## config.mk

```make
export PLATFORM = sky130hd
export DESIGN_NAME = pipe_hazard_ctrl_flat
export DESIGN_NICKNAME = d
export VERILOG_FILES = /design/src/rtl/pipe_hazard_ctrl_if.sv /design/src/rtl/pipe_hazard_ctrl.sv /design/src/flat_wrapper.sv
export SDC_FILE = /design/constraint.sdc
export NUM_CORES = 1
export LEC_CHECK = 0
export ABC_AREA = 0
export CAP_MARGIN = 10
export CORE_ASPECT_RATIO = 1.25
export CORE_MARGIN = 3
export CORE_UTILIZATION = 30
export CTS_CLUSTER_SIZE = 25
export DETAILED_ROUTE_END_ITERATION = 16
export GPL_TIMING_DRIVEN = 0
export PLACE_DENSITY = 0.8
export SKIP_LAST_GASP = 1
export SLEW_MARGIN = 15
export SYNTH_ARGS = -nofsm -noshare
export SYNTH_HDL_FRONTEND = slang
export SYNTH_SLANG_ARGS = --single-unit
export TNS_END_PERCENT = 10
```

## constraint.sdc

```tcl
create_clock -name clock -period 2 [get_ports clock]
set_input_delay 0.4 -clock clock [delete_from_list [all_inputs] [get_ports clock]]
set_output_delay 0.4 -clock clock [all_outputs]
set_load 0.05 [all_outputs]
```

## src/rtl/pipe_hazard_ctrl_if.sv

```systemverilog
// Signal bundle between the decode/execute stages and the hazard controller.
// The master side is the pipeline: it supplies hazard sources and consumes the stage-register enables.
// The slave side is the controller itself.
interface pipe_hazard_ctrl_if #(
  parameter int CNT_W = 32
);
  logic [4:0]       id_rs;
  logic [4:0]       id_rt;
  logic             id_uses_rt;
  logic             ex_mem_read;
  logic [4:0]       ex_write_addr;
  logic             ex_redirect;
  logic             mc_start;
  logic             mc_done;
  logic             pc_write;
  logic             ifid_write;
  logic             ifid_flush;
  logic             idex_flush;
  logic             idex_hold;
  logic             pc_sel_redir;
  logic             mc_timeout;
  logic [1:0]       state;
  logic [CNT_W-1:0] stall_cnt;
  logic [CNT_W-1:0] flush_cnt;

  modport master (
    output id_rs, id_rt, id_uses_rt, ex_mem_read, ex_write_addr,
           ex_redirect, mc_start, mc_done,
    input  pc_write, ifid_write, ifid_flush, idex_flush, idex_hold,
           pc_sel_redir, mc_timeout, state, stall_cnt, flush_cnt
  );

  modport slave (
    input  id_rs, id_rt, id_uses_rt, ex_mem_read, ex_write_addr,
           ex_redirect, mc_start, mc_done,
    output pc_write, ifid_write, ifid_flush, idex_flush, idex_hold,
           pc_sel_redir, mc_timeout, state, stall_cnt, flush_cnt
  );
endinterface

```

## src/rtl/pipe_hazard_ctrl.sv

```systemverilog
// Hazard/sequencing controller for the IF/ID and ID/EX pipeline registers.
// Handles load-use stalls, branch/jump redirect flushes and multi-cycle EX
// freezes with a watchdog. Outputs are combinational from state and inputs.
// Optional feature macro: PIPE_PERF_CNT_EN builds saturating stall/flush
// performance counters; without it stall_cnt/flush_cnt are constant zero.
module pipe_hazard_ctrl #(
  parameter int FLUSH_CYCLES = 2,
  parameter int MC_TIMEOUT   = 64,
  parameter int CNT_W        = 32
) (
  input  logic                 clock,
  input  logic                 reset,
  pipe_hazard_ctrl_if.slave    bus
);

  localparam int FW = (FLUSH_CYCLES > 1) ? $clog2(FLUSH_CYCLES + 1) : 1;
  localparam int WW = $clog2(MC_TIMEOUT + 1);

  typedef enum logic [1:0] {
    RUN     = 2'd0,
    FLUSH   = 2'd1,
    MC_WAIT = 2'd2
  } state_t;

  state_t        state_q, state_nxt;
  logic [FW-1:0] fcnt_q, fcnt_nxt;
  logic [WW-1:0] wcnt_q, wcnt_nxt;

  logic pc_write, ifid_write, ifid_flush, idex_flush, idex_hold;
  logic pc_sel_redir, mc_timeout;
  logic redir_taken;
  logic load_use;

  // Load-use: the load in EX writes a register the ID instruction reads ($zero never hazards)
  always_comb begin
    load_use = bus.ex_mem_read && (bus.ex_write_addr != 5'd0) &&
               ((bus.ex_write_addr == bus.id_rs) ||
                (bus.id_uses_rt && (bus.ex_write_addr == bus.id_rt)));
  end

  // Next-state and stage-register controls; reset forces a flushed, frozen front end
  always_comb begin
    state_nxt    = state_q;
    fcnt_nxt     = fcnt_q;
    wcnt_nxt     = wcnt_q;
    pc_write     = 1'b1;
    ifid_write   = 1'b1;
    ifid_flush   = 1'b0;
    idex_flush   = 1'b0;
    idex_hold    = 1'b0;
    pc_sel_redir = 1'b0;
    mc_timeout   = 1'b0;
    redir_taken  = 1'b0;

    case (state_q)
      RUN: begin
        if (bus.ex_redirect) begin
          pc_sel_redir = 1'b1;
          ifid_flush   = 1'b1;
          idex_flush   = 1'b1;
          redir_taken  = 1'b1;
          if (FLUSH_CYCLES > 1) begin
            state_nxt = FLUSH;
            fcnt_nxt  = FW'(FLUSH_CYCLES - 1);
          end
        end else if (bus.mc_start) begin
          pc_write   = 1'b0;
          ifid_write = 1'b0;
          idex_hold  = 1'b1;
          state_nxt  = MC_WAIT;
          wcnt_nxt   = '0;
        end else if (load_use) begin
          pc_write   = 1'b0;
          ifid_write = 1'b0;
          idex_flush = 1'b1;
        end
      end

      FLUSH: begin
        // EX holds a bubble here, so a redirect request cannot be genuine
        ifid_flush = 1'b1;
        idex_flush = 1'b1;
        if (fcnt_q == FW'(1)) begin
          state_nxt = RUN;
        end else begin
          fcnt_nxt = fcnt_q - FW'(1);
        end
      end

      MC_WAIT: begin
        if (bus.mc_done) begin
          state_nxt = RUN;
        end else if (wcnt_q == WW'(MC_TIMEOUT - 1)) begin
          mc_timeout = 1'b1;
          state_nxt  = RUN;
        end else begin
          pc_write   = 1'b0;
          ifid_write = 1'b0;
          idex_hold  = 1'b1;
          wcnt_nxt   = wcnt_q + WW'(1);
        end
      end

      default: state_nxt = RUN;
    endcase

    // A bubble insert and a freeze of ID/EX are mutually exclusive; the bubble wins
    if (idex_flush) idex_hold = 1'b0;

    if (reset) begin
      pc_write     = 1'b0;
      ifid_write   = 1'b0;
      ifid_flush   = 1'b1;
      idex_flush   = 1'b1;
      idex_hold    = 1'b0;
      pc_sel_redir = 1'b0;
      mc_timeout   = 1'b0;
      redir_taken  = 1'b0;
      state_nxt    = RUN;
    end
  end

  // State and sequencing counters
  always_ff @(posedge clock) begin
    if (reset) begin
      state_q <= RUN;
      fcnt_q  <= '0;
      wcnt_q  <= '0;
    end else begin
      state_q <= state_nxt;
      fcnt_q  <= fcnt_nxt;
      wcnt_q  <= wcnt_nxt;
    end
  end

  assign bus.pc_write     = pc_write;
  assign bus.ifid_write   = ifid_write;
  assign bus.ifid_flush   = ifid_flush;
  assign bus.idex_flush   = idex_flush;
  assign bus.idex_hold    = idex_hold;
  assign bus.pc_sel_redir = pc_sel_redir;
  assign bus.mc_timeout   = mc_timeout;
  assign bus.state        = state_q;

`ifdef PIPE_PERF_CNT_EN
  logic [CNT_W-1:0] stall_cnt_q, flush_cnt_q;

  // Saturating performance counters: frozen-PC cycles and accepted redirects
  always_ff @(posedge clock) begin
    if (reset) begin
      stall_cnt_q <= '0;
      flush_cnt_q <= '0;
    end else begin
      if (!pc_write && (stall_cnt_q != {CNT_W{1'b1}}))
        stall_cnt_q <= stall_cnt_q + {{(CNT_W-1){1'b0}}, 1'b1};
      if (redir_taken && (flush_cnt_q != {CNT_W{1'b1}}))
        flush_cnt_q <= flush_cnt_q + {{(CNT_W-1){1'b0}}, 1'b1};
    end
  end

  assign bus.stall_cnt = stall_cnt_q;
  assign bus.flush_cnt = flush_cnt_q;
`else
  assign bus.stall_cnt = {CNT_W{1'b0}};
  assign bus.flush_cnt = {CNT_W{1'b0}};
`endif

endmodule

```

## src/flat_wrapper.sv

```systemverilog
// flat-port wrapper written by rule: the top's interface ports become plain ports
module pipe_hazard_ctrl_flat 
#(
  parameter int FLUSH_CYCLES = 2,
  parameter int MC_TIMEOUT   = 64,
  parameter int CNT_W        = 32
)
  (clock, reset, bus_id_rs, bus_id_rt, bus_id_uses_rt, bus_ex_mem_read, bus_ex_write_addr, bus_ex_redirect, bus_mc_start, bus_mc_done, bus_pc_write, bus_ifid_write, bus_ifid_flush, bus_idex_flush, bus_idex_hold, bus_pc_sel_redir, bus_mc_timeout, bus_state, bus_stall_cnt, bus_flush_cnt);
  pipe_hazard_ctrl_if #(.CNT_W(CNT_W)) bus_i ();
  input  logic clock;
  input  logic reset;
  input wire logic [$bits(bus_i.id_rs)-1:0] bus_id_rs;
  input wire logic [$bits(bus_i.id_rt)-1:0] bus_id_rt;
  input wire logic [$bits(bus_i.id_uses_rt)-1:0] bus_id_uses_rt;
  input wire logic [$bits(bus_i.ex_mem_read)-1:0] bus_ex_mem_read;
  input wire logic [$bits(bus_i.ex_write_addr)-1:0] bus_ex_write_addr;
  input wire logic [$bits(bus_i.ex_redirect)-1:0] bus_ex_redirect;
  input wire logic [$bits(bus_i.mc_start)-1:0] bus_mc_start;
  input wire logic [$bits(bus_i.mc_done)-1:0] bus_mc_done;
  output wire logic [$bits(bus_i.pc_write)-1:0] bus_pc_write;
  output wire logic [$bits(bus_i.ifid_write)-1:0] bus_ifid_write;
  output wire logic [$bits(bus_i.ifid_flush)-1:0] bus_ifid_flush;
  output wire logic [$bits(bus_i.idex_flush)-1:0] bus_idex_flush;
  output wire logic [$bits(bus_i.idex_hold)-1:0] bus_idex_hold;
  output wire logic [$bits(bus_i.pc_sel_redir)-1:0] bus_pc_sel_redir;
  output wire logic [$bits(bus_i.mc_timeout)-1:0] bus_mc_timeout;
  output wire logic [$bits(bus_i.state)-1:0] bus_state;
  output wire logic [$bits(bus_i.stall_cnt)-1:0] bus_stall_cnt;
  output wire logic [$bits(bus_i.flush_cnt)-1:0] bus_flush_cnt;
  assign bus_i.id_rs = bus_id_rs;
  assign bus_i.id_rt = bus_id_rt;
  assign bus_i.id_uses_rt = bus_id_uses_rt;
  assign bus_i.ex_mem_read = bus_ex_mem_read;
  assign bus_i.ex_write_addr = bus_ex_write_addr;
  assign bus_i.ex_redirect = bus_ex_redirect;
  assign bus_i.mc_start = bus_mc_start;
  assign bus_i.mc_done = bus_mc_done;
  assign bus_pc_write = bus_i.pc_write;
  assign bus_ifid_write = bus_i.ifid_write;
  assign bus_ifid_flush = bus_i.ifid_flush;
  assign bus_idex_flush = bus_i.idex_flush;
  assign bus_idex_hold = bus_i.idex_hold;
  assign bus_pc_sel_redir = bus_i.pc_sel_redir;
  assign bus_mc_timeout = bus_i.mc_timeout;
  assign bus_state = bus_i.state;
  assign bus_stall_cnt = bus_i.stall_cnt;
  assign bus_flush_cnt = bus_i.flush_cnt;
  pipe_hazard_ctrl #(.FLUSH_CYCLES(FLUSH_CYCLES), .MC_TIMEOUT(MC_TIMEOUT), .CNT_W(CNT_W)) u_core (.clock(clock), .reset(reset), .bus(bus_i));
endmodule
```

# Word-level counts from Yosys, hierarchy flattened
# Cells that the tools add are included.
classes:
  n_mux: 41
  reduce_logical: 11
  addsub: 2
  n_eq_ne: 15
op_table:
  columns: ["op", "count"]
  rows:
  - ["7-bit two-way mux", 4]
  - ["1-bit two-way mux", 23]
  - ["2-bit two-way mux", 7]
  - ["7-bit one-hot mux with 2 select lines", 1]
  - ["2-bit != test (second input constant)", 6]
  - ["5-bit equality test", 2]
  - ["1-bit one-hot mux with 2 select lines", 4]
  - ["7-bit by 1-bit adder with 7-bit output (second input constant)", 1]
  - ["7-bit by 6-bit equality test with 1-bit output (second input constant)", 1]
  - ["2-bit one-hot mux with 3 select lines", 1]
  - ["3-bit AND reduction", 2]
  - ["5-bit AND reduction", 1]
  - ["5-bit nonzero test", 1]
  - ["2-bit by 1-bit equality test with 1-bit output (second input constant)", 2]
  - ["2-bit one-hot mux with 2 select lines", 1]
  - ["2-bit nonzero test", 2]
  - ["1-bit logical AND", 3]
  - ["3-bit by 2-bit != test with 1-bit output (second input constant)", 1]
  - ["3-bit != test (second input constant)", 1]
  - ["2-bit equality test (second input constant)", 1]
  - ["2-bit logical NOT", 1]
  - ["2-bit by 1-bit != test with 1-bit output (second input constant)", 1]
  - ["2-bit by 1-bit subtractor with 2-bit output (second input constant)", 1]
  - ["1-bit logical OR", 1]
word_totals:
  out_inout_bits: 73
  elab_cells: 72
  ff_bits: 11

# Logic depth before layout (Yosys ltp)
# Gate-level depths: netlist (run 1).
logic_depth:
  depth_word: 10
  mapped_depth: 6

# Worst setup path before layout (run 1)
# OpenSTA, ideal clock, no wires.
synth_timing:
  path_kind: "flip-flop to output port"
  startpoint: "register u_core.state_q[0], in the netlist u_core.bus.state[0]"
  endpoint: "output bus_idex_hold"
  t_arrival_ps: 2709
  setup_slack_ps: -1109
  path_stages_with_launch: 5
  path_buffers: 1
  required_ps: 1600
  path_cell_list: "dfxtp_1 buf_6 nor2_1 o21ai_0 nor2_1"
synth_between:
  elab_chain_len: 4
  word_cells_on_any_way: 7
  cone_classes: "2 x eq/ne; 4 x mux; 1 x reduce/logical"
synth_lines:
  columns: ["item", "line", "text"]
  rows:
  - ["start, declared", "pipe_hazard_ctrl.sv:25", "state_t state_q, state_nxt;"]
  - ["start signal, assigned", "pipe_hazard_ctrl.sv:130", "state_q <= state_nxt;"]
  - ["2-bit equality test (tied with other cells)", "pipe_hazard_ctrl.sv:55", "case (state_q)"]
  - ["1-bit one-hot mux with 2 select lines", "pipe_hazard_ctrl.sv:55", null]
  - ["1-bit two-way mux (*)", "pipe_hazard_ctrl.sv:108", "if (idex_flush) idex_hold = 1'b0;"]
  - ["1-bit two-way mux (*)", "pipe_hazard_ctrl.sv:110", "if (reset) begin"]
  - ["end, declared", "flat_wrapper.sv:24", "output wire logic [$bits(bus_i.idex_hold)-1:0] bus_idex_hold;"]
# Every way passes the cells marked *; elsewhere a longest branch is shown, timed or not.

# Final worst setup path (run 1)
layout_timing:
  startpoint: "input bus_ex_write_addr[3]"
  endpoint: "output bus_pc_write"
layout_between:
  elab_chain_len: 9
  word_cells_on_any_way: 12
  cone_classes: "2 x eq/ne; 5 x mux; 5 x reduce/logical"
layout_lines:
  columns: ["item", "line", "text"]
  rows:
  - ["start, declared", "flat_wrapper.sv:16", "input wire logic [$bits(bus_i.ex_write_addr)-1:0] bus_ex_write_addr;"]
  - ["5-bit equality test", "pipe_hazard_ctrl.sv:38", "(bus.id_uses_rt && (bus.ex_write_addr == bus.id_rt)));"]
  - ["1-bit logical AND", "pipe_hazard_ctrl.sv:38", null]
  - ["1-bit logical OR", "pipe_hazard_ctrl.sv:37", "((bus.ex_write_addr == bus.id_rs) ||"]
  - ["1-bit logical AND (*)", "pipe_hazard_ctrl.sv:36", "load_use = bus.ex_mem_read && (bus.ex_write_addr != 5'd0) &&"]
  - ["1-bit two-way mux (*)", "pipe_hazard_ctrl.sv:72", "end else if (load_use) begin"]
  - ["1-bit two-way mux (*)", "pipe_hazard_ctrl.sv:66", "end else if (bus.mc_start) begin"]
  - ["1-bit two-way mux (*)", "pipe_hazard_ctrl.sv:57", "if (bus.ex_redirect) begin"]
  - ["1-bit one-hot mux with 2 select lines (*)", "pipe_hazard_ctrl.sv:55", null]
  - ["1-bit two-way mux (*)", "pipe_hazard_ctrl.sv:110", null]
  - ["end, declared", "flat_wrapper.sv:20", "output wire logic [$bits(bus_i.pc_write)-1:0] bus_pc_write;"]
# Marks and branches as above.

==> impl_metrics.yaml, run 1 <==
outcome:
  status: "finished with violations"
  violations: "negative setup slack"
global_routing:
  grt-ovfl-total: 0
  antenna_found_initial: 0
  grt_max_degree: 10
  grt_pass1_wl_mm: 4.89
  grt_pass1_vias: 1075
  grtUsageTotal_pct: 12.2
critical_path:
  worstPathCellList: "buf_6, xor2_4, nor4_4, a32oi_2, o311a_4, buf_6, buf_8"
  crit_required_ps: 1600
  arrival_ps: 1780
  path_common_cell: "buf_6"
  crit_type: "input port to output port"
  cp_num_buf_inv: 3
  cp_slowest_stage_delay_ps: 380
  cpLargestDelayFamily: "compound AO/OA/AOI/OAI gates"
  crit_slowest_cell: "o311a_4"
  cp-start-kind: "input port"
  critPathMaxFanout: 3
  end_kind: "output port"
detailed_routing:
  wl_mm: 3.22
  drc: 0
  wl_per_cell_um: 10.4
  ant_nets: 0
  dr.pass1.iters: 4
  vias: 1138
  drt_iter0_drc: 18
  viasPerCell: 3.67
floorplan:
  rows: 25
  ios: 95
  core_area_um2: 3910
  die-area_um2: 5010
  dieWidth_um: 63.9
  start_util_pct: 32.2
  die_h_um: 78.4
finish:
  final_core_util_pct: 52.9
  multiInputGateArea_um2: 890
  ff_latch_area_um2: 229
  nNetsFinal: 281
  layout-drive-gt1-share_pct: 43.0
  n_fill_cell: 369
  antenna_cells: 0
  area_delta_synth_final_pct: 64.5
  final_design_area_no_fill_um2: 2070
power_and_ir_drop:
  power_density_nw_per_um2: 514
  power.total_mw: 1.06
  ir_worst_vdd_mv: 0.263
  leakage_nw: 1.09
placement:
  hpwl_mm: 2.50
  place_ws_ps: -1190
  place.port_buffers: 29
  gp_congestion: 0.771
  dpl_cell_area_um2: 1890
synthesis:
  synth.cell_area_um2: 1260
  yosys.area_share.simple_pct: 15.6
  ys.flop_type: "dfxtp_1"
  avgSynthCellArea_um2: 8.11
  ys_types: 39
  synthCells: 155
  yosys_warnings: 0
  synth-seq-area-share_pct: 17.5
  muxShareOfSynthArea_pct: 1.59
  synthAdderAreaFrac_pct: 1.99
  async_reset_ff_share_pct: 0
  synth_top_family_by_area: "buffers and inverters"
  synth_xor_area_share_pct: 8.36
  synth.ff_latch_count: 11
  synth_edf_count: 0
  synth_compound_area_share_pct: 12.5
clock_network:
  cts_root_buffer: "clkbuf_8"
  cts_inserted_buffers: 3
  cts_hold_buf: 0
  cts.clk_slew.worst_paths_ps: 50
  cts_buffer_depth: 2
  clk_latency_ps: 240
  cts_tree: "built"
  htreeDepth: 1
  cts.sinks: 11
sta:
  max_freq_mhz: 458
  tightest_slew_ps: 508
  hold_viol_final: 0
  drv_slew: 0
  timing.final.ws_setup_ps: -184
  fin_setup_tns_ps: -747
  setup_viol: 6
  finalCriticalPeriod_ps: 2180
  post-route-period-util_pct: 109
  clock_skew_ps: 4.61
  rsz0062_at_grt: "yes"
  relSlewSlack_pct: 66.1
run:
  timing.max_cap.violations: 0
hold_path:
  hold_path_class: "register to register"
Yosys cell counts, drive strengths merged, types with 2 or more instances:
| master | instances | area, um2 |
|---|---|---|
| nor4b | 2 | 17.5 |
| dfxtp | 11 | 220 |
| o311a | 2 | 20.0 |
| nor3b | 2 | 26.3 |
| a31o | 2 | 17.5 |
| or3 | 2 | 17.5 |
| nand2 | 5 | 18.8 |
| buf | 67 | 510 |
| xor2 | 11 | 96.3 |
| a211oi | 2 | 15.0 |
| ha | 2 | 25.0 |
| mux2i | 2 | 20.0 |
| a21oi | 2 | 10.0 |
| nor2 | 10 | 37.5 |
| inv | 4 | 15.0 |
| o211ai | 2 | 15.0 |
| and2 | 2 | 15.0 |
| o21ai | 5 | 28.8 |
| nor3 | 5 | 25.0 |
state kept, by name, summed over array words and instances (netlist names):
register          count
u_core.wcnt_q         7
u_core.bus.state      2
u_core.fcnt_q         2
worst register-to-register path, stage by stage (launching register included):
cell	delay (ps)
dfxtp_4	370
nor3b_4	290
o21ai_4	130
buf_4	170
a211oi_1	250
mux2i_1	220
area by class of cell:
type | instances | share of cell area (%)
repair buffers | 36 | 15.8
plain buffers | 66 | 24.0
well taps | 54 | 3.27
inverters | 4 | 0.726
clock buffers | 4 | 2.18
multi-input cells | 135 | 43.0
flip-flops and latches | 11 | 11.1
metrics by stage:
step	hold slack, ps	std cells
4_1_cts	445	309
6_report	446	310
3_3_place_gp	430	301
5_1_grt	464	310
3_5_place_dp	438	301
2_1_floorplan	423	218
path summary, 6_finish.rpt:
| check | cells after the start | slack [ps] | endpoint | startpoint |
|---|---|---|---|---|
| setup / recovery | 7 | -180 | bus_pc_write | bus_ex_write_addr[3] |
| hold / removal | 1 | 450 | u_core.wcnt_q[6]$_SDFFE_PP0P_ | u_core.wcnt_q[6]$_SDFFE_PP0P_ |
| setup reg to reg | 5 | 500 | u_core.wcnt_q[2]$_SDFFE_PP0P_ | u_core.bus.state[1]$_SDFFE_PP0P_ |
| hold reg to reg | 1 | 450 | u_core.wcnt_q[6]$_SDFFE_PP0P_ | u_core.wcnt_q[6]$_SDFFE_PP0P_ |
kinds of logic (layout without fill, tap and decap cells):
logic type,after synthesis,after routing
xor gates and xnor gates,12,12
DFF,11,11
AOI/OAI and AO/OA,21,21
other,1,64
adders and majority gates,2,2
buffers and inverters,72,110
and+or+nand+nor,34,34
muxes,2,2
power by group:
| part | internal [mW] | total, mW | switching, mW |
|---|---|---|---|
| Clock | 0.140 | 0.222 | 0.0819 |
| Combinational | 0.195 | 0.604 | 0.410 |
| Sequential | 0.226 | 0.237 | 0.0103 |
cell usage in the layout (no fill, tap or decap), types with 2 or more instances in the layout:
| cell | Yosys | routed |
|---|---|---|
| a211oi_1 | 2 | 2 |
| a21oi_1 | 2 | 2 |
| a31o_2 | 2 | 2 |
| buf_2 | 0 | 3 |
| buf_4 | 65 | 74 |
| buf_6 | 2 | 3 |
| clkbuf_1 | 1 | 2 |
| clkbuf_8 | 0 | 3 |
| clkdlybuf4s15_1 | 0 | 3 |
| clkdlybuf4s50_1 | 0 | 5 |
| conb_1 | 1 | 64 |
| dfxtp_1 | 11 | 8 |
| dfxtp_4 | 0 | 2 |
| dlygate4sd2_1 | 0 | 5 |
| dlymetal6s2s_1 | 0 | 4 |
| inv_1 | 4 | 4 |
| mux2i_1 | 2 | 2 |
| nand2_1 | 5 | 5 |
| nor2_1 | 10 | 9 |
| nor3_1 | 5 | 4 |
| nor4b_2 | 0 | 2 |
| o211ai_1 | 2 | 2 |
| o21ai_0 | 4 | 2 |
| xor2_1 | 11 | 8 |
| xor2_4 | 0 | 2 |
routing by layer:
metal | up-vias | global-route usage (%) | share of wire (%)
met1 | 472 | 13.2 | 38
met5 | - | 0 | 0
met3 | 4 | 3.58 | 13
li1 | 589 | - | -
met2 | 73 | 22.8 | 48
met4 | 0 | 3.24 | 0.96
what timing repair did:
item	in CTS	in global routing
setup endpoints to repair	7	8
gates resized for setup	65	28
pin swaps	10	7
buffers inserted	6	1
(Power assumes the default switching activity.)
==> run 2, diff against run 1 <==
- SKIP_CTS_REPAIR_TIMING: default -> 1
==> run 2 against run 1 <==
Compared with the run above: critical endpoint unchanged; hold slack worse by 0.54 ps; the flow still finishes with violations (negative setup slack); clock skew down 0.92 ps; critical path type unchanged; worst setup slack worse by 46 ps; utilization up 0.16 points; highest routed layer unchanged.
==> impl_metrics.yaml, run 2 (synthesized netlist as in run 1, its figures left out) <==
floorplan:
  dieWidth_um: 63.9
  die_h_um: 78.4
  rows: 25
  start_util_pct: 32.2
  core_area_um2: 3910
  die-area_um2: 5010
  ios: 95
critical_path:
  arrival_ps: 1830
  r2r_end: "u_core.wcnt_q[4]$_SDFFE_PP0P_"
  crit_type: "input port to output port"
  reg2reg_slack_ps: 540
  crit_required_ps: 1600
  r2r_cells: 5
  critPathMaxFanout: 3
  end_kind: "output port"
  cp-start-kind: "input port"
  r2r_start: "u_core.bus.state[1]$_SDFFE_PP0P_"
hold_path:
  hold_path_class: "register to register"
  worstHoldStart: "u_core.wcnt_q[6]$_SDFFE_PP0P_"
  whs_endpoint: "u_core.wcnt_q[6]$_SDFFE_PP0P_"
  hold_depth: 1
clock_network:
  cts.sinks: 11
  cts_root_buffer: "clkbuf_8"
  cts_inserted_buffers: 3
  htreeDepth: 1
  cts_tree: "built"
  cts.clk_slew.worst_paths_ps: 50
  clk_latency_ps: 240
  cts_buffer_depth: 2
global_routing:
  grtUsageTotal_pct: 10.9
  grt_pass1_vias: 1033
  grt-ovfl-total: 0
  grt_max_degree: 10
  grt_pass1_wl_mm: 4.41
  antenna_found_initial: 0
detailed_routing:
  wl_met2_mm: 1.58
  wl_mm: 3.18
  wl_per_cell_um: 10.2
  viasPerCell: 3.64
  drt_iter0_drc: 17
  dr.pass1.iters: 4
  drc: 0
  vias: 1136
  highest_layer: "met4"
  wl_met3_um: 428
  met1_length_mm: 1.15
  ant_nets: 0
sta:
  hold_viol_final: 0
  rsz0062_at_grt: "yes"
  setup_viol: 5
  fin_setup_tns_ps: -740
  clock_skew_ps: 3.69
  post-route-period-util_pct: 111
  drv_slew: 0
  tightest_slew_ps: 517
  timing.final.ws_setup_ps: -230
  relSlewSlack_pct: 65.5
  max_freq_mhz: 448
  finalCriticalPeriod_ps: 2230
  whs_ps: 446
placement:
  hpwl_mm: 2.50
  place_inst: 301
  gp_congestion: 0.771
  dpl_cell_area_um2: 1890
  place_ws_ps: -1190
  place.port_buffers: 29
finish:
  multiInputGateArea_um2: 843
  final_cell_mix: "buf_4 (73), conb_1 (64), dlymetal6s2s_1 (15)"
  top_register: "u_core.wcnt_q"
  ff_latch_area_um2: 230
  layout-drive-gt1-share_pct: 41.1
  n_fill_cell: 371
  largest_register_ff_count: 7
  instances_no_fill: 312
  nNetsFinal: 283
  final_core_util_pct: 53.1
  area_delta_synth_final_pct: 65.0
  final_common_cell: "buf_4"
  antenna_cells: 0
  final_design_area_no_fill_um2: 2070
power_and_ir_drop:
  leakage_nw: 1.18
  power_density_nw_per_um2: 509
  ir_worst_vdd_mv: 0.257
  power.total_mw: 1.06
outcome:
  violations: "negative setup slack"
  status: "finished with violations"
run:
  timing.max_cap.violations: 0
-- run 2: how the worst max path moves through the flow --
stage / start / to / slack [ps] / cells after the start
after floorplan: u_core.bus.state[1]$_SDFFE_PP0P_ / bus_mc_timeout / -140 / 3
after global placement: bus_ex_write_addr[0] / bus_pc_write / -1180 / 6
after detailed placement: bus_ex_write_addr[0] / bus_pc_write / -1190 / 6
after CTS: bus_ex_write_addr[0] / bus_pc_write / -1190 / 6
after global routing: bus_ex_write_addr[2] / bus_pc_write / -280 / 7
final: bus_ex_write_addr[2] / bus_pc_write / -230 / 7
-- run 2: area by class of cell --
| type | count | share of cell area, % |
|---|---|---|
| Buffer | 66 | 23.9 |
| Clock buffer | 4 | 2.17 |
| Inverter | 4 | 0.724 |
| Multi-Input combinational cell | 135 | 40.7 |
| Sequential cell | 11 | 11.1 |
| Tap cell | 54 | 3.26 |
| Timing Repair Buffer | 38 | 18.2 |
-- run 2: metal layers --
layer	track usage [%]	vias to the layer above
li1	-	595
met1	11.6	468
met2	19.6	71
met3	3.86	2
met4	3.24	0
met5	0	-
-- run 2: worst max-delay path, cell delays in order --
cell      delay (ps)
clkbuf_2         130
xor2_2           200
nor4_2           320
a32oi_2          170
o311a_4          340
buf_6            120
buf_8            140
-- run 2: power breakdown --
group | total, mW | switching, mW | leakage, nW | internal [mW]
logic | 0.597 | 0.403 | 1.07 | 0.194
registers | 0.237 | 0.0110 | 0.0917 | 0.226
clock network | 0.222 | 0.0817 | 0.0228 | 0.140
total | 1.06 | 0.496 | 1.18 | 0.560
==> run 3, diff against run 2 <==
- CAP_MARGIN: 10 -> 20
- clock period: 2 -> 2.6 ns (I/O delays scaled with it)
==> run 3 against run 2 <==
Compared with the run above: the run still ends with negative setup slack left; design area fell by 7.9%; count of clock-buffer cells in the layout is the same; non-clock buffer count is 7 lower; via count fell by 2.4%; clock skew fell by 2.4 ps; global-route usage down 0.73 points; clock power fell by 23%; worst setup slack better by 23 ps.
==> impl_metrics.yaml, run 3 (synthesized netlist as in run 1, its figures left out) <==
detailed_routing:
  dr.pass1.iters: 4
  ant_nets: 0
  met1_length_um: 944
  vias: 1109
  wl_mm: 2.60
  wl_met2_mm: 1.23
  viasPerCell: 3.64
  drc: 0
  highest_layer: "met4"
  wl_met3_um: 353
  wl_per_cell_um: 8.52
  drt_iter0_drc: 12
clock_network:
  cts_tree: "built"
  clk_latency_ps: 240
  cts.clk_slew.worst_paths_ps: 50
  cts_inserted_buffers: 3
  cts.sinks: 11
  cts_buffer_depth: 2
  cts_root_buffer: "clkbuf_8"
  htreeDepth: 1
critical_path:
  r2r_cells: 5
  cp-start-kind: "input port"
  crit_path_start: "bus_mc_done"
  crit_required_ps: 2080
  reg2reg_slack_ps: 970
  end_kind: "output port"
  crit_type: "input port to output port"
  critPathMaxFanout: 4
  arrival_ps: 2290
  r2r_end: "u_core.wcnt_q[0]$_SDFFE_PP0P_"
  r2r_start: "u_core.wcnt_q[0]$_SDFFE_PP0P_"
power_and_ir_drop:
  switching_power_uw: 367
  power_density_nw_per_um2: 414
  ir_worst_vdd_mv: 0.155
  power.total_uw: 790
  pwr-share-clk_pct: 21.6
  power_switching_share_pct: 46.4
  p_seq_share_pct: 22.6
  power.internal_uw: 423
  leakage_nw: 1.03
  pwr-share-comb_pct: 55.8
hold_path:
  hold_path_class: "register to register"
  worstHoldStart: "u_core.wcnt_q[6]$_SDFFE_PP0P_"
  whs_endpoint: "u_core.wcnt_q[6]$_SDFFE_PP0P_"
  hold_depth: 1
finish:
  antenna_cells: 0
  top_register: "u_core.wcnt_q"
  final_common_cell: "buf_4"
  final_cell_mix: "buf_4 (66), conb_1 (64), clkdlybuf4s50_1 (21)"
  nNetsFinal: 276
  area_delta_synth_final_pct: 51.9
  layout-drive-gt1-share_pct: 31.9
  largest_register_ff_count: 7
floorplan:
  die-area_um2: 5010
  die_h_um: 78.4
  dieWidth_um: 63.9
  start_util_pct: 32.2
  core_area_um2: 3910
  ios: 95
  rows: 25
placement:
  place_ws_ps: -768
  hpwl_mm: 2.31
  place.port_buffers: 29
  gp_congestion: 0.776
global_routing:
  grt_max_degree: 10
  grt_pass1_wl_mm: 4.11
  antenna_found_initial: 0
  grt_pass1_vias: 1038
  grt-ovfl-total: 0
  grtUsageTotal_pct: 10.1
sta:
  drv_slew: 0
  finalCriticalPeriod_ps: 2810
  setup_viol: 6
  tightest_slew_ps: 530
  max_freq_mhz: 356
  timing.final.ws_setup_ps: -207
  relSlewSlack_pct: 64.6
  post-route-period-util_pct: 108
  clock_skew_ps: 1.34
  hold_viol_final: 0
  rsz0062_at_grt: "yes"
outcome:
  status: "finished with violations"
  violations: "negative setup slack"
run:
  timing.max_cap.violations: 0
[run 3: changes by cell type in the layout (fill, tap and decap cells not counted), moves of 2 or more]
cell and delta:
clkbuf_2 -2, dlymetal6s2s_1 -9, clkdlybuf4s50_1 +13, dfxtp_2 -2, buf_4 -7, dfxtp_1 +4
dfxtp_4 -2
[run 3: layout make-up]
class	count	area [um2]
Multi-Input combinational cell	135	751
Clock buffer	4	45.0
Inverter	4	15.0
Buffer	68	514
Tap cell	54	67.6
Fill cell	392	2000
Sequential cell	11	220
Timing Repair Buffer	29	298
[run 3: worst max path at each step]
| stage | to | cells past startpoint |
|---|---|---|
| after global routing | bus_mc_timeout | 4 |
| after floorplan | bus_pc_sel_redir | 2 |
| after CTS | bus_pc_write | 6 |
| after global placement | bus_pc_write | 7 |
| final | bus_mc_timeout | 4 |
| after detailed placement | bus_pc_write | 6 |
[run 3: routing by layer]
layer  up-vias  global-route usage (%)
li1        585                       -
met1       448                    9.73
met2        71                    18.3
met3         5                    3.15
met4         0                    6.48
met5         -                       0
[run 3: power by group through the flow]
stage	Clock [mW]	Sequential, mW	Combinational (mW)
6_report	0.170	0.178	0.441
5_1_grt	0.183	0.179	0.466
4_1_cts	0.175	0.178	0.440
3_5_place_dp	0	0.182	0.440
3_3_place_gp	0	0.181	0.437
2_1_floorplan	0	0.189	0.367
[run 3: worst max-delay path, stage by stage]
cell and delay [ps]:
clkdlybuf4s50_1 440, nor3b_4 260, nor4b_2 230, clkdlybuf4s50_1 840
[run 3: through the flow]
stage	std cells	util [%]	setup TNS, ps	cell area [um2]	hold WS [ps]
after floorplan	218	-	-555	1500	423
after global placement	301	47.5	-3090	1860	426
after detailed placement	301	47.5	-3070	1860	431
after CTS	305	48.7	-3140	1900	438
after global routing	305	48.9	-1520	1910	455
final	305	48.9	-769	1910	436
